**src/rtl/alu_arbiter.sv**
```systemverilog
`timescale 1ns/1ps
// alu_arbiter
// Shares one combinational ALU between two requesters. A three-state FSM
// (IDLE -> EXEC -> RESP) accepts one request, presents its registered
// opcode/operands to the ALU for one cycle, captures result and flags, and
// holds the response until the granted requester accepts it.
//
// Configuration macro: ALU_ARBITER_RR_EN
//   defined   -> round-robin tie-break; the pointer moves only on a response
//                handshake and favours the requester not served last.
//   undefined -> fixed priority, requester 0 wins ties, no pointer state.
//
// Ports:
//   clk, rst                      clock, synchronous active-high reset
//   req_valid/req_ready [1:0]     per-requester request handshake
//   req_opcode [2*OPW-1:0]        requester i opcode at [i*OPW +: OPW]
//   req_a, req_b [2*DW-1:0]       requester i operands at [i*DW +: DW]
//   rsp_valid/rsp_ready [1:0]     per-requester response handshake
//   rsp_result [DW-1:0]           captured ALU result
//   rsp_flags [2:0]               captured {negative, carry, zero}
//   alu_opcode, alu_a, alu_b      registered operands to the shared ALU
//   alu_result, alu_zero,
//   alu_carry, alu_negative       combinational ALU outputs
//   busy                          high whenever the FSM is not IDLE
//   grant_id                      requester owning the ALU
//   op_count [15:0]               completed response handshakes (wraps)
module alu_arbiter #(
    parameter int DW  = 8,
    parameter int OPW = 4
) (
    input  logic             clk,
    input  logic             rst,
    input  logic [1:0]       req_valid,
    output logic [1:0]       req_ready,
    input  logic [2*OPW-1:0] req_opcode,
    input  logic [2*DW-1:0]  req_a,
    input  logic [2*DW-1:0]  req_b,
    output logic [1:0]       rsp_valid,
    input  logic [1:0]       rsp_ready,
    output logic [DW-1:0]    rsp_result,
    output logic [2:0]       rsp_flags,
    output logic [OPW-1:0]   alu_opcode,
    output logic [DW-1:0]    alu_a,
    output logic [DW-1:0]    alu_b,
    input  logic [DW-1:0]    alu_result,
    input  logic             alu_zero,
    input  logic             alu_carry,
    input  logic             alu_negative,
    output logic             busy,
    output logic             grant_id,
    output logic [15:0]      op_count
);

    typedef enum logic [1:0] {
        IDLE = 2'd0,
        EXEC = 2'd1,
        RESP = 2'd2
    } state_t;

    state_t         state_reg;
    logic           grant_reg;
    logic [OPW-1:0] opcode_reg;
    logic [DW-1:0]  a_reg;
    logic [DW-1:0]  b_reg;
    logic [DW-1:0]  result_reg;
    logic [2:0]     flags_reg;
    logic [15:0]    op_count_reg;

    logic [OPW-1:0] opcode_arr [2];
    logic [DW-1:0]  a_arr [2];
    logic [DW-1:0]  b_arr [2];

    logic winner;
    logic accept;
    logic handshake;

    // Requests are only taken in IDLE and never while reset is asserted.
    assign accept    = !rst && (state_reg == IDLE) && (|req_valid);
    assign handshake = (state_reg == RESP) && rsp_ready[grant_reg];

    genvar gi;
    generate
        for (gi = 0; gi < 2; gi++) begin : g_req
            assign opcode_arr[gi] = req_opcode[gi*OPW +: OPW];
            assign a_arr[gi]      = req_a[gi*DW +: DW];
            assign b_arr[gi]      = req_b[gi*DW +: DW];
            assign req_ready[gi]  = accept && (winner == 1'(gi));
            assign rsp_valid[gi]  = (state_reg == RESP) && (grant_reg == 1'(gi));
        end
    endgenerate

`ifdef ALU_ARBITER_RR_EN
    // Requester favoured on a tie; after a completion it points at the
    // requester that was not just served.
    logic prio_reg;

    always_comb begin
        winner = req_valid[1] & ~req_valid[0];
        if (req_valid == 2'b11) begin
            winner = prio_reg;
        end
    end

    always_ff @(posedge clk) begin
        if (rst) begin
            prio_reg <= 1'b0;
        end else if (handshake) begin
            prio_reg <= ~grant_reg;
        end
    end
`else
    // Requester 1 only wins when requester 0 is idle.
    assign winner = ~req_valid[0];
`endif

    always_ff @(posedge clk) begin
        if (rst) begin
            state_reg    <= IDLE;
            grant_reg    <= 1'b0;
            opcode_reg   <= '0;
            a_reg        <= '0;
            b_reg        <= '0;
            result_reg   <= '0;
            flags_reg    <= '0;
            op_count_reg <= '0;
        end else begin
            case (state_reg)
                IDLE: begin
                    if (|req_valid) begin
                        grant_reg  <= winner;
                        opcode_reg <= opcode_arr[winner];
                        a_reg      <= a_arr[winner];
                        b_reg      <= b_arr[winner];
                        state_reg  <= EXEC;
                    end
                end
                EXEC: begin
                    result_reg <= alu_result;
                    flags_reg  <= {alu_negative, alu_carry, alu_zero};
                    state_reg  <= RESP;
                end
                RESP: begin
                    if (handshake) begin
                        op_count_reg <= op_count_reg + 16'd1;
                        state_reg    <= IDLE;
                    end
                end
                default: state_reg <= IDLE;
            endcase
        end
    end

    // ALU operands come straight from registers so they never follow the
    // requester inputs between operations.
    assign alu_opcode = opcode_reg;
    assign alu_a      = a_reg;
    assign alu_b      = b_reg;
    assign rsp_result = result_reg;
    assign rsp_flags  = flags_reg;
    assign busy       = (state_reg != IDLE);
    assign grant_id   = grant_reg;
    assign op_count   = op_count_reg;

endmodule
```
**config.mk**
```make
export PLATFORM = sky130hd
export DESIGN_NAME = alu_arbiter
export DESIGN_NICKNAME = d
export VERILOG_FILES = /design/src/rtl/alu_arbiter.sv
export SDC_FILE = /design/constraint.sdc
export NUM_CORES = 1
export LEC_CHECK = 0
export CORE_MARGIN = 2
export CORE_UTILIZATION = 40
export DETAILED_ROUTE_END_ITERATION = 12
export HOLD_SLACK_MARGIN = 0.15
export PLACE_DENSITY_LB_ADDON = 0.08
export SLEW_MARGIN = 20
export SYNTH_ARGS = -nofsm -noshare
export SYNTH_HDL_FRONTEND = slang
export SYNTH_SLANG_ARGS = --single-unit
```
**constraint.sdc**
```tcl
create_clock -name clk -period 1.9 [get_ports clk]
set_input_delay 0.57 -clock clk [delete_from_list [all_inputs] [get_ports clk]]
set_output_delay 0.57 -clock clk [all_outputs]
set_load 0.03 [all_outputs]
```
==> metrics <==
nets=420; Clk Latency, worst-skew pair=0.30 ns; Top FF cell, synth=dfxtp_1; P&R area growth vs syn=60.8%; Critical Path Start=state_reg[0]; Post-synth EDFFs=0; largest family of logic cells by synthesized area=simple AND/OR/NAND/NOR gates; hold violation count in the final report=0; Root Driver=clkbuf_8; Routed wire per std cell=12.8 um; met1 GRT Util=22.0%; total wire length=5.54 mm; RSZ-0062 raised after global routing=false; P_leak=1.70 nW; Final period util=97.1%; CTS sink count=50; Post-Layout Cell Count=433; busiest metal layer after global routing=met2; antenna cells=0; CTS tree=done; CP endpoint kind=primary output; TritonCTS Buffers=5; remaining antenna violation count=0; initial antenna violation count=0; Post-Synth Simple-Gate Area=22.4%; number of global-route vias before repair=2,004; drt first pass iters=5; clock slew at reported path FFs=0.09 ns; die height=78.2 um; starting density of the core=42.3%; CP max FO=7; GR Overflow Total=0; max-cap viol count=0; RR Startpoint=state_reg[1]; Max VDD drop=375 uV; total track usage=18.5%; Setup Skew=0.00570 ns; die area=6110 um2; Setup Viol. Count Final=0; Final HPWL DP=4.19 mm; vias per inst=4.91; Final Power=2.46 mW; fraction of layout cells with a size suffix above 1=12.4%; largest net degree at the start of global routing=41; status=completed; average size of a mapped cell=8.98 um2; post-synthesis compound-gate area fraction=13.3%; Synth Instances=245; mux share of post-synthesis cell area=10.8%; IO Pins=110; flip-flop count of the largest register after layout=16; Slew @ Worst Pin=0.442 ns; CP startpoint kind=flip-flop; die width=78.2 um; core region area=5200 um2; Synth Cell Area=2200 um2; residual DRC count=0; required time worst endpoint=1.33 ns; CTS Hold Bufs=0; R2R setup slack=0.32 ns; hold slack=0.452 ns; R2R Path End=op_count[14]; Tmin final=1.85 ns; crit path capture=req_ready[0]; critical path arrival=1.28 ns; Worst R2R Path Depth=5; #FFs+latches synth=50; post-synthesis sequential area ratio=45.5%; dpl cells=424; placed cell area=3430 um2; syn nets=303; Worst Setup Path Type=reg2out; Synth Area in XOR/XNOR=3.19%; routed vias=2,125; Max Slew Vio Count=0; port bufs=109; Yosys Warn Count=0; first-pass GRT wire length=9.18 mm; fraction of registers with async set/reset=0%; htree depth=2; final design area excluding fillers=3540 um2; Iter 0 DRT Violations=59; Post-Synth Adder-Cell Area=0.569%; hold crit path type=reg2reg; clock buffer depth=2; Cell Pwr Density=697 nW/um2; Rel. slew slack=70.5%; standard-cell rows=26; global-route met2 utilization=31.2%; RD Place Congestion=0.820; Fill cells=468; number of distinct library cells after synthesis=40; met3 usage=5.63%; fmax=542 MHz
## how the worst min path moves through the flow
stage                  start            end  slack (ns)  cells past startpoint
2_1_floorplan   rsp_flags[0]   rsp_flags[0]        0.58                      2
3_3_place_gp   rsp_result[3]  rsp_result[3]        0.44                      2
3_5_place_dp    rsp_flags[0]   rsp_flags[0]        0.45                      2
4_1_cts        rsp_result[1]  rsp_result[1]        0.46                      2
5_1_grt         rsp_flags[0]   rsp_flags[0]        0.47                      2
6_report        rsp_flags[0]   rsp_flags[0]        0.45                      2
## kinds of logic (layout without fill, tap and decap cells)
logic type                 Yosys count  in the layout
AOI/OAI and AO/OA                   47             47
xor gates and xnor gates             8              8
adders and majority gates            1              1
buffers and inverters               18            136
DFF                                 50             50
muxes                               23             23
and+or+nand+nor                     98             98
## metal layers
metal,routed length [um],up-vias
li1,-,1100
met1,2300,942
met2,2710,73
met3,439,10
met4,95,0
met5,0,-
## cell usage in the layout, fill, tap and decap left out, types with 3 or more instances in the layout
cell type	synthesis	routed
buf_4	1	19
clkbuf_8	2	5
mux2i_1	21	21
nand4_1	3	3
dfxtp_1	50	48
nand4b_1	3	3
nand2_1	26	26
xnor2_1	5	5
nor2_1	34	33
clkdlybuf4s50_1	0	53
dlygate4sd2_1	0	35
dlymetal6s2s_1	0	14
xor2_1	3	3
a21oi_1	19	19
nand3_1	6	6
o21ai_0	5	5
a211oi_1	21	21
## Yosys cell counts, types with 3 or more instances
cell / number / area, um2
a211oi_1: 21 / 158
dfxtp_1: 50 / 1000
nand3_1: 6 / 30.0
xnor2_1: 5 / 43.8
nand4_1: 3 / 18.8
clkbuf_1: 11 / 41.3
a21oi_1: 19 / 95.1
o21ai_0: 5 / 25.0
mux2i_1: 21 / 210
nand4b_1: 3 / 26.3
nor2_1: 34 / 128
xor2_1: 3 / 26.3
nor4_1: 3 / 18.8
nand2_1: 26 / 97.6
## critical path, stage by stage, from the launching register on
cell and delay (ns):
dfxtp_2 0.36, or2_4 0.28, nor3b_4 0.19, buf_6 0.15
## power breakdown
| part | switching [mW] | internal, mW | leakage, nW |
|---|---|---|---|
| Combinational | 0.376 | 0.314 | 1.25 |
| Sequential | 0.0366 | 1.12 | 0.411 |
| Clock | 0.353 | 0.261 | 0.0452 |
| Total | 0.766 | 1.70 | 1.70 |
## per-stage QoR
stage	setup TNS (ns)	setup slack (ns)	util (%)
after floorplan	0	0.0153	-
after detailed placement	-5.18	-0.343	66.0
after global routing	0	0.0118	67.9
final	0	0.0549	67.9
after global placement	-3.98	-0.322	66.0
after CTS	-0.0950	-0.0950	66.9
## repair_timing
item                                    CTS  global route
gates resized for setup                  40            21
endpoints found under the setup margin   38            17
buffers inserted                          0             1
pin swaps                                 0             1
## area by class of cell
type / count / area [um2] / area share [%]
multi-input combinational: 177 / 1140 / 32.3
timing repair buffer: 126 / 1210 / 34.1
sequential: 50 / 1000 / 28.4
tap: 70 / 87.6 / 2.48
clock inverter: 2 / 13.8 / 0.389
inverter: 2 / 7.51 / 0.212
clock buffer: 6 / 72.6 / 2.05
(Power assumes the default switching activity.)
